`src/rtl/entrada_bases_pkg.sv`:
```
// Shared constants for serial digit entry: base codes, radices, per-base digit limits, state encoding.
// Also imported by the optional ECO_DISPLAY_EN echo path and the ULA operand entry path.
package entrada_bases_pkg;

  localparam int unsigned DIGITO_W = 4;
  localparam int unsigned BASE_W   = 2;
  localparam int unsigned NUM_W    = 2;

  localparam logic [BASE_W-1:0] BASE_DEC = 2'b00;
  localparam logic [BASE_W-1:0] BASE_HEX = 2'b01;
  localparam logic [BASE_W-1:0] BASE_OCT = 2'b10;

  localparam int unsigned RADIX_DEC = 10;
  localparam int unsigned RADIX_HEX = 16;
  localparam int unsigned RADIX_OCT = 8;

  localparam int unsigned LIMITE_DEC = 3;
  localparam int unsigned LIMITE_HEX = 2;
  localparam int unsigned LIMITE_OCT = 3;

  typedef enum logic [1:0] {
    OCIOSO    = 2'b00,
    COLETANDO = 2'b01,
    CONCLUIDO = 2'b10,
    ERRO      = 2'b11
  } estado_t;

  // Digit cap for a base, clipped to the global per-entry cap; reserved base allows none.
  function automatic logic [NUM_W-1:0] limite_digitos(input logic [BASE_W-1:0] base,
                                                      input int unsigned max_digitos);
    int unsigned lim;
    case (base)
      BASE_DEC: lim = LIMITE_DEC;
      BASE_HEX: lim = LIMITE_HEX;
      BASE_OCT: lim = LIMITE_OCT;
      default:  lim = 0;
    endcase
    if (lim > max_digitos) lim = max_digitos;
    return NUM_W'(lim);
  endfunction

  // Radix of a base; zero for the reserved code so no digit compares as valid.
  function automatic logic [DIGITO_W:0] radix_da_base(input logic [BASE_W-1:0] base);
    case (base)
      BASE_DEC: return (DIGITO_W+1)'(RADIX_DEC);
      BASE_HEX: return (DIGITO_W+1)'(RADIX_HEX);
      BASE_OCT: return (DIGITO_W+1)'(RADIX_OCT);
      default:  return '0;
    endcase
  endfunction

endpackage

```
`src/rtl/entrada_bases_if.sv`:
```
// Digit-entry bus between keypad front end and entrada_bases.
// ECO_DISPLAY_EN adds the parcial echo of the accumulator.
interface entrada_bases_if
  import entrada_bases_pkg::*;
#(
  parameter int unsigned LARGURA = 8
);

  logic [DIGITO_W-1:0] digito;
  logic                digito_valido;
  logic [BASE_W-1:0]   base_selecionada;
  logic                confirmar;
  logic                limpar;
  logic [LARGURA-1:0]  valor_binario;
  logic                pronto;
  logic                erro;
  logic                ocupado;
  logic [NUM_W-1:0]    num_digitos;
`ifdef ECO_DISPLAY_EN
  logic [LARGURA-1:0]  parcial;

  modport master (
    output digito, digito_valido, base_selecionada, confirmar, limpar,
    input  valor_binario, pronto, erro, ocupado, num_digitos, parcial
  );
  modport slave (
    input  digito, digito_valido, base_selecionada, confirmar, limpar,
    output valor_binario, pronto, erro, ocupado, num_digitos, parcial
  );
`else
  modport master (
    output digito, digito_valido, base_selecionada, confirmar, limpar,
    input  valor_binario, pronto, erro, ocupado, num_digitos
  );
  modport slave (
    input  digito, digito_valido, base_selecionada, confirmar, limpar,
    output valor_binario, pronto, erro, ocupado, num_digitos
  );
`endif

endinterface

```
`src/rtl/entrada_bases_multiplicador_base.sv`:
```
// Combinational acc*base + digito with overflow and digit-valid flags.
// Shift/add multipliers only, evaluated LARGURA+4 bits wide so no carry is lost.
module multiplicador_base
  import entrada_bases_pkg::*;
#(
  parameter int unsigned LARGURA = 8
) (
  input  logic [LARGURA-1:0]  acc,
  input  logic [BASE_W-1:0]   base,
  input  logic [DIGITO_W-1:0] digito,
  output logic [LARGURA-1:0]  resultado_c,
  output logic                estouro_c,
  output logic                digito_ok_c
);

  localparam int unsigned EXT_W = LARGURA + 4;
  localparam logic [EXT_W-1:0] MAXIMO = {{4{1'b0}}, {LARGURA{1'b1}}};

  logic [EXT_W-1:0] ext;
  logic [EXT_W-1:0] produto;
  logic [EXT_W-1:0] soma;

  always_comb begin
    ext = EXT_W'(acc);
    case (base)
      BASE_DEC: produto = (ext << 3) + (ext << 1);
      BASE_HEX: produto = ext << 4;
      BASE_OCT: produto = ext << 3;
      default:  produto = '0;
    endcase
    soma        = produto + EXT_W'(digito);
    resultado_c = soma[LARGURA-1:0];
    estouro_c   = soma > MAXIMO;
    digito_ok_c = {1'b0, digito} < radix_da_base(base);
  end

endmodule

```
`src/rtl/entrada_bases.sv`:
```
// Serial digit-entry decoder: accumulates decimal/hex/octal digits into a LARGURA-bit value.
// Optional ECO_DISPLAY_EN exports the running accumulator as parcial.
module entrada_bases
  import entrada_bases_pkg::*;
#(
  parameter int unsigned LARGURA     = 8,
  parameter int unsigned MAX_DIGITOS = 3
) (
  input  logic            clk,
  input  logic            reset,
  entrada_bases_if.slave  bus
);

  estado_t             estado;
  logic [LARGURA-1:0]  acc;
  logic [BASE_W-1:0]   base_q;
  logic [NUM_W-1:0]    num_q;
  logic [LARGURA-1:0]  valor_q;
  logic                pronto_q;
  logic                erro_q;
  logic                ocupado_q;

  logic [LARGURA-1:0]  mul_acc;
  logic [BASE_W-1:0]   mul_base;
  logic [LARGURA-1:0]  resultado;
  logic                estouro;
  logic                digito_ok;
  logic                cheio;
  logic                aceita;

  // A new entry starts from zero with the live base; an ongoing one uses the latched base.
  assign mul_acc  = (estado == COLETANDO) ? acc : '0;
  assign mul_base = (estado == COLETANDO) ? base_q : bus.base_selecionada;
  assign cheio    = (estado == COLETANDO) && (num_q >= limite_digitos(mul_base, MAX_DIGITOS));
  assign aceita   = digito_ok && !estouro && !cheio;

  multiplicador_base #(.LARGURA(LARGURA)) u_mult (
    .acc         (mul_acc),
    .base        (mul_base),
    .digito      (bus.digito),
    .resultado_c (resultado),
    .estouro_c   (estouro),
    .digito_ok_c (digito_ok)
  );

  always_ff @(posedge clk) begin
    if (reset) begin
      estado    <= OCIOSO;
      acc       <= '0;
      base_q    <= BASE_DEC;
      num_q     <= '0;
      valor_q   <= '0;
      pronto_q  <= 1'b0;
      erro_q    <= 1'b0;
      ocupado_q <= 1'b0;
    end else begin
      pronto_q <= 1'b0;
      if (bus.limpar) begin
        estado    <= OCIOSO;
        acc       <= '0;
        num_q     <= '0;
        erro_q    <= 1'b0;
        ocupado_q <= 1'b0;
      end else begin
        case (estado)
          ERRO: begin
            // Locked until limpar; digits and confirmar are dropped.
            acc <= '0;
          end
          COLETANDO: begin
            if (bus.confirmar) begin
              valor_q   <= acc;
              pronto_q  <= 1'b1;
              estado    <= CONCLUIDO;
              acc       <= '0;
              num_q     <= '0;
              ocupado_q <= 1'b0;
            end else if (bus.digito_valido) begin
              if (aceita) begin
                acc   <= resultado;
                num_q <= num_q + NUM_W'(1);
              end else begin
                estado    <= ERRO;
                erro_q    <= 1'b1;
                acc       <= '0;
                num_q     <= '0;
                ocupado_q <= 1'b0;
              end
            end
          end
          default: begin
            // OCIOSO and CONCLUIDO behave alike: confirm publishes zero, a digit opens an entry.
            if (bus.confirmar) begin
              valor_q  <= '0;
              pronto_q <= 1'b1;
              estado   <= CONCLUIDO;
            end else if (bus.digito_valido) begin
              if (aceita) begin
                acc       <= resultado;
                num_q     <= NUM_W'(1);
                base_q    <= bus.base_selecionada;
                estado    <= COLETANDO;
                ocupado_q <= 1'b1;
              end else begin
                estado    <= ERRO;
                erro_q    <= 1'b1;
                acc       <= '0;
                num_q     <= '0;
                ocupado_q <= 1'b0;
              end
            end
          end
        endcase
      end
    end
  end

  assign bus.valor_binario = valor_q;
  assign bus.pronto        = pronto_q;
  assign bus.erro          = erro_q;
  assign bus.ocupado       = ocupado_q;
  assign bus.num_digitos   = num_q;
`ifdef ECO_DISPLAY_EN
  assign bus.parcial       = acc;
`endif

endmodule

```
`src/flat_wrapper.sv`:
```
// flat-port wrapper written by rule: the top's interface ports become plain ports
module entrada_bases_flat import entrada_bases_pkg::*;
#(
  parameter int unsigned LARGURA     = 8,
  parameter int unsigned MAX_DIGITOS = 3
)
  (clk, reset, bus_digito, bus_digito_valido, bus_base_selecionada, bus_confirmar, bus_limpar, bus_valor_binario, bus_pronto, bus_erro, bus_ocupado, bus_num_digitos);
  entrada_bases_if #(.LARGURA(LARGURA)) bus_i ();
  input  logic clk;
  input  logic reset;
  input wire logic [$bits(bus_i.digito)-1:0] bus_digito;
  input wire logic [$bits(bus_i.digito_valido)-1:0] bus_digito_valido;
  input wire logic [$bits(bus_i.base_selecionada)-1:0] bus_base_selecionada;
  input wire logic [$bits(bus_i.confirmar)-1:0] bus_confirmar;
  input wire logic [$bits(bus_i.limpar)-1:0] bus_limpar;
  output wire logic [$bits(bus_i.valor_binario)-1:0] bus_valor_binario;
  output wire logic [$bits(bus_i.pronto)-1:0] bus_pronto;
  output wire logic [$bits(bus_i.erro)-1:0] bus_erro;
  output wire logic [$bits(bus_i.ocupado)-1:0] bus_ocupado;
  output wire logic [$bits(bus_i.num_digitos)-1:0] bus_num_digitos;
  assign bus_i.digito = bus_digito;
  assign bus_i.digito_valido = bus_digito_valido;
  assign bus_i.base_selecionada = bus_base_selecionada;
  assign bus_i.confirmar = bus_confirmar;
  assign bus_i.limpar = bus_limpar;
  assign bus_valor_binario = bus_i.valor_binario;
  assign bus_pronto = bus_i.pronto;
  assign bus_erro = bus_i.erro;
  assign bus_ocupado = bus_i.ocupado;
  assign bus_num_digitos = bus_i.num_digitos;
  entrada_bases #(.LARGURA(LARGURA), .MAX_DIGITOS(MAX_DIGITOS)) u_core (.clk(clk), .reset(reset), .bus(bus_i));
endmodule
```
`config.mk`:
```
export PLATFORM = sky130hd
export DESIGN_NAME = entrada_bases_flat
export DESIGN_NICKNAME = d
export VERILOG_FILES = /design/src/rtl/entrada_bases_pkg.sv /design/src/rtl/entrada_bases_if.sv /design/src/rtl/entrada_bases_multiplicador_base.sv /design/src/rtl/entrada_bases.sv /design/src/flat_wrapper.sv
export SDC_FILE = /design/constraint.sdc
export NUM_CORES = 1
export LEC_CHECK = 0
export ABC_CLOCK_PERIOD_IN_PS = 9850
export CORE_ASPECT_RATIO = 0.8
export CORE_MARGIN = 5
export CORE_UTILIZATION = 35
export CTS_CLUSTER_DIAMETER = 150
export DETAILED_ROUTE_END_ITERATION = 6
export PLACE_DENSITY = 0.59
export SLEW_MARGIN = 20
export SYNTH_ARGS = -nofsm -noshare
export SYNTH_HDL_FRONTEND = slang
export SYNTH_SLANG_ARGS = --single-unit
```
`constraint.sdc`:
```
create_clock -name clk -period 9.85 [get_ports clk]
set_input_delay 1.4775 -clock clk [delete_from_list [all_inputs] [get_ports clk]]
set_output_delay 1.4775 -clock clk [all_outputs]
set_load 0.05 [all_outputs]
```
Word level (Yosys, flattened, before mapping)
Cells that the tools add are included.

word-level totals
  word-level logic and storage cells = 80
  register bits after elaboration = 25
  bits of input ports = 11
  output and inout port bits = 13

cells by class
  bitwise gates (word level) = 5
  muxes and demuxes = 36
  reduce and logical (&&, ||, !) cells = 17
  eq/ne operators = 7
  $add $sub $neg = 3
  order comparisons = 4

operator list
  operator               count
  $mux W8                7
  $pmux W12 S3           1
  $pmux W8 S2            2
  $mux W2                13
  $pmux W5 S3            1
  $add A11 B9 Y12        1
  $add A12 B4 Y12        1
  $gt A12 B8 Y1 const B  1
  $pmux W2 S2            3
  $reduce_and A3 Y1      3
  $mux W1                8
  $reduce_and A4 Y1      2
  $reduce_or A2 Y1       3
  $lt A4 B5 Y1           1
  $not A1 Y1             5
  $reduce_and A5 Y1      1
  $eq A2 B1 Y1 const B   2
  $eq A2 B2 Y1 const B   2
  $logic_and A1 B1 Y1    3
  $ne A3 B1 Y1 const B   1
  $ne A3 B3 Y1 const B   1
  $reduce_or A3 Y1       1
  $add A2 B1 Y2 const B  1
  $ge A2 B2 Y1           1
  other kinds (6)        7

Longest topological paths before layout
  depth after elaboration = 15
  gate-level depth with buffers = 17
  depth with buffers taken out = 13

Hierarchy
Synthesis repeated with hierarchy kept, for this count alone.

unflattened totals
  cells, all modules = 211
  area, all modules = 1,834.3 µm²

modules (own cells, without submodules)
  module              sequential area each (µm²)  cells each  instances  area each (µm²)
  entrada_bases       500.5                       121         1          1,114.8
  multiplicador_base  0.0                         90          1          719.4

Least setup slack after synthesis
No wires, ideal clock.

  path type = reg-to-reg
  from = reg u_core.estado[1]
  to = reg u_core.estado[1]
  buffers on the path = 4
  library setup time = 0.116 ns
  arrival time = 3.945 ns
  period minus slack after synthesis = 4.060 ns
  path slack = 5.790 ns
  stages on the path, launching flop included = 17
  data required time = 9.734 ns
  cells stage by stage = dfxtp_1 -> buf_4 -> nand2b_1 -> clkbuf_1 -> clkbuf_1 -> nor2_1 -> ha_1 -> ha_1 -> o41a_1 -> or4_1 -> a311oi_1 -> o211ai_1 -> mux2_4 -> nor4_4 -> buf_6 -> nand2_1 -> and3_1

on the way
  elaborated cells on any way between the ends = 30
  those cells by class = add/sub: 2; order compare: 4; eq/ne: 5; mux: 10; bitwise: 1; reduce/logical: 8

RTL lines
  what                                   RTL line                                text
  start, declared                        entrada_bases.sv:14                     estado_t estado;
  start signal, assigned                 entrada_bases.sv:48                     estado <= OCIOSO;
  start signal, assigned                 entrada_bases.sv:59                     estado <= OCIOSO;
  start signal, assigned                 entrada_bases.sv:74                     estado <= CONCLUIDO;
  $eq A2 B1 Y1 (*)                       entrada_bases.sv:32                     assign mul_acc = (estado == COLETANDO) ? acc : '0;
  $mux W8 (*)                            entrada_bases.sv:32
  net u_core.mul_acc[0]                  entrada_bases.sv:23                     logic [LARGURA-1:0] mul_acc;
  $add A11 B9 Y12                        entrada_bases_multiplicador_base.sv:26  BASE_DEC: produto = (ext << 3) + (ext << 1);
  $pmux W12 S3 (*)                       entrada_bases_multiplicador_base.sv:25  case (base)
  $add A12 B4 Y12 (*)                    entrada_bases_multiplicador_base.sv:31  soma = produto + EXT_W'(digito);
  $gt A12 B8 Y1 (*)                      entrada_bases_multiplicador_base.sv:33  estouro_c = soma > MAXIMO;
  $logic_not A1 Y1 (*)                   entrada_bases.sv:35                     assign aceita = digito_ok && !estouro && !cheio;
  $logic_and A1 B1 Y1 (*) (2 in series)  entrada_bases.sv:35
  $mux W2                                entrada_bases.sv:98                     if (aceita) begin
  $mux W2                                entrada_bases.sv:97                     end else if (bus.digito_valido) begin
  $mux W2                                entrada_bases.sv:93                     if (bus.confirmar) begin
  $pmux W2 S2                            entrada_bases.sv:65                     case (estado)

Mark *: on every way through the listed nets, which the timed path passes. The rest lies on a longest branch. The select of a mux whose other input is x is not followed.
A chain may end at the register's enable or synchronous reset.

Worst setup path in the final report
  from = reg u_core.estado[1]
  to = reg u_core.acc[5]

on the way
  elaborated cells on any way between the ends = 29
  those cells by class = add/sub: 2; order compare: 4; eq/ne: 5; mux: 11; reduce/logical: 7

RTL lines
  what                               RTL line                                  text
  $eq A2 B1 Y1 (*)                   entrada_bases.sv:32
  $mux W8 (*)                        entrada_bases.sv:32
  net u_core.mul_acc[0]              entrada_bases.sv:23
  $add A11 B9 Y12                    entrada_bases_multiplicador_base.sv:26
  $pmux W12 S3 (*)                   entrada_bases_multiplicador_base.sv:25
  $add A12 B4 Y12 (*)                entrada_bases_multiplicador_base.sv:31
  $gt A12 B8 Y1                      entrada_bases_multiplicador_base.sv:33
  $logic_not A1 Y1                   entrada_bases.sv:35
  $logic_and A1 B1 Y1 (2 in series)  entrada_bases.sv:35
  $mux W8 (*)                        entrada_bases.sv:79, entrada_bases.sv:98
  $mux W8 (*)                        entrada_bases.sv:78                       end else if (bus.digito_valido) begin
  $mux W8, on equally long branches  entrada_bases.sv:93, entrada_bases.sv:71
  $pmux W8 S2 (*)                    entrada_bases.sv:65
  end signal, assigned               entrada_bases.sv:80                       acc <= resultado;
  end signal, assigned               entrada_bases.sv:99                       acc <= resultado;
  end, declared                      entrada_bases.sv:15                       logic [LARGURA-1:0] acc;

Marked as above.

==> key figures <==
Logic synthesis
  • Netlist area before placement: 0.00215 mm2
  • Cell count after synthesis: 288
  • Top cell type's share of synthesized area: 23.3%
  • Sequential share of the synthesized area: 23.3%
  • EDFF count, synth: 0
  • Largest area contributor in the netlist: dfxtp_1
  • Synth area leaders: dfxtp_1, ha_1, nor2_1, nand2_1, a21oi_1
  • Avg Cell Area, Syn: 7.47 um2
  • Ys flop type: dfxtp_1
  • Warnings from Yosys: 0
  • Synthesized Nets: 309
  • Netlist cell types: 66
  • Async SR Flop Fraction: 0%
  • FF+latch count, synth: 25

Clock tree
  • Htree depth: 1
  • Num CTS Buffers: 3
  • Clock latency on the worst-skew pair: 280 ps
  • Clock-pin slew on the worst setup and hold paths: 100 ps
  • Setup Fix Bufs, Post-CTS: 0
  • Post-CTS resize count: 0
  • Hold_buf cts: 0
  • Clock root cell: clkbuf_8
  • CTS tree: done
  • Num Clock Sinks: 25
  • CTS Buffer Depth: 2

Place
  • Cells after DPL: 373
  • Port Buffers: 23
  • Detail Placement HPWL: 4.68 mm
  • Routability congestion estimate: 0.906

Route
  • Starting DRC count in detailed routing: 219
  • Routed WL: 6.40 mm
  • DRC: 0
  • M1 wire length: 3.34 mm
  • WL met3: 410 um
  • Top Layer Used: met4
  • Vias: roughly 2,200
  • Routed vias/inst: 5.93
  • Routed met2 length: ~2.6 mm
  • WL/cell: 17.0 um
  • DRT Pass-1 Iters: 5
  • Antenna Nets Post-Route: 0

Worst hold path
  • HP Class: reg -> reg
  • Hold Crit Depth: 2
  • Hold endpoint: u_core.bus.ocupado
  • Beginning of the worst hold path: u_core.bus.ocupado

STA
  • Setup TNS: 0 ps
  • Fin Clk Skew: 1.63 ps
  • Tightest Pin Transition: 796 ps
  • Endpoints failing setup: 0
  • Final Hold Fails: 0
  • Normalized max-slew margin: about 47%
  • Fmax: between 0.2 and 0.25 GHz
  • Fin crit period: 4970 ps
  • Hold slack: 469 ps
  • Unrepaired setup endpoints after global routing: no
  • Fin. max-slew vios: 0
  • Fin crit share: around 50%

Pwr
  • Sw frac: 30.0%
  • Lkg Pwr: 0.848 nW
  • Pwr/cell area: about 84 mW/mm2
  • Logic pwr share: about 16%
  • Worst IR Drop VDD: 46.6 uV
  • Switching pwr: 62.1 uW
  • Part of the power in registers: 51.2%
  • Total power: 207 uW
  • Clk pwr share: 32.6%
  • Int Power: around 140 uW

Job
  • Max cap viols: 0

Finish
  • Area Growth Syn to Fin: 14.0%
  • Most common cell after layout, fill and taps aside: nor2_1
  • Diodes inserted: 0
  • Layout cells sized above 1: between 5 and 6%
  • Fin util: 41.2%
  • Most frequent cells in the layout: nor2_1, nand2_1, dfxtp_1
  • Nets: 318
  • Number of standard cells in the layout, taps in and fillers out: 377

Critical path
  • Crit. End Element: flop
  • Worst r2r src: u_core.estado[1]
  • CP Launch Type: flop
  • R2r setup slk: 4880 ps
  • R2R depth: 12
  • Critical Path Source: u_core.estado[1]
  • CP Class: reg -> reg
  • R2R Path End: u_core.acc[5]
  • Critical Path RT: 10,050 ps
  • Crit Path Max Fanout: 17
  • Crit path DAT: between 5000 and 6000 ps

Global routing
  • Pin count of the biggest net entering global routing: 21
  • Vias in the first global route: 1,989
  • Total GRT Usage: 16.4%
  • GRT overflow: 0
  • Initial antenna violation count: 0
  • First-pass GRT wire length: 10.5 mm

Run status
  • Status: finished clean

Floorplanning
  • # rows: 25
  • Chip height: 80.1 um
  • Initial core utilization: 36.2%
  • Die area: between 0.007 and 0.008 mm2
  • Die Wd: 97.6 um
  • I/O Pins: 24
  • Core area: 0.00594 mm2
[Yosys cell counts (all sizes together), types with 8 or more instances]
cell type	n
nand4	8
a21oi	17
nor2	30
ha	9
dfxtp	25
inv	9
o21ai	16
clkbuf	15
nand2	29
nand3	10
a22oi	9
nor3	9
[power by group through the flow]
| stage | sequential [mW] | clock [mW] | combinational (mW) |
|---|---|---|---|
| 6_report | 0.106 | 0.0674 | 0.0336 |
| 5_1_grt | 0.106 | 0.0732 | 0.0370 |
| 4_1_cts | 0.106 | 0.0684 | 0.0332 |
| 3_5_place_dp | 0.108 | 0 | 0.0331 |
| 3_3_place_gp | 0.108 | 0 | 0.0334 |
| 2_1_floorplan | 0.108 | 0 | 0.0227 |
[worst max-delay path, stage by stage, from the launching register on]
cell and delay (ps):
dfxtp_1 510, nand2b_1 680, nor2_1 150, ha_1 310, ha_1 290, o41a_1 440
or4_1 480, a311oi_1 440, o211ai_1 160, mux2_4 340, nor4_4 610, nand3_2 230
o31ai_2 250
[logic make-up after synthesis]
| family | count (synthesis) | synth area share (%) |
|---|---|---|
| DFF | 25 | 23.3 |
| xor gates and xnor gates | 7 | 2.85 |
| AOI/OAI and AO/OA | 92 | 30.9 |
| and+or+nand+nor | 122 | 29.7 |
| muxes | 2 | 1.16 |
| buffers and inverters | 30 | 5.87 |
| adders and majority gates | 10 | 6.17 |
[metrics by stage]
step	setup slack [ps]	area, um2
after detailed placement	4700	2400
after floorplan	5790	2150
after CTS	4970	2450
after global placement	4790	2400
final	4880	2450
after global routing	4540	2450
[layer usage]
metal / vias up / global-route usage [%]
met2: 82 / 22.2
met5: - / 0
li1: 1102 / -
met1: 1047 / 25.5
met3: 4 / 3.91
met4: 0 / 3.32
[how the worst max path moves through the flow]
stage | endpoint | cells after the start
floorplan | u_core.estado[1] | 16
global placement | u_core.acc[5] | 12
detailed placement | u_core.acc[5] | 12
CTS | u_core.acc[5] | 12
global route | u_core.acc[5] | 12
finish | u_core.acc[5] | 12
[state kept, by name, summed over array words and instances, names as in the netlist]
register                  count
u_core.bus.ocupado            1
u_core.acc                    8
u_core.bus.pronto             1
u_core.bus.num_digitos        2
u_core.base_q                 2
u_core.bus.valor_binario      8
u_core.estado                 2
u_core.bus.erro               1
[area by class of cell]
type,count,area [um2]
clock buffer,3,41.3
clock inverter,1,8.76
fill,615,3490
inverter,10,37.5
multi-input combinational,233,1520
sequential,25,500
tap,81,101
timing repair buffer,24,238
Note: power is estimated with default switching activity, not from simulation.
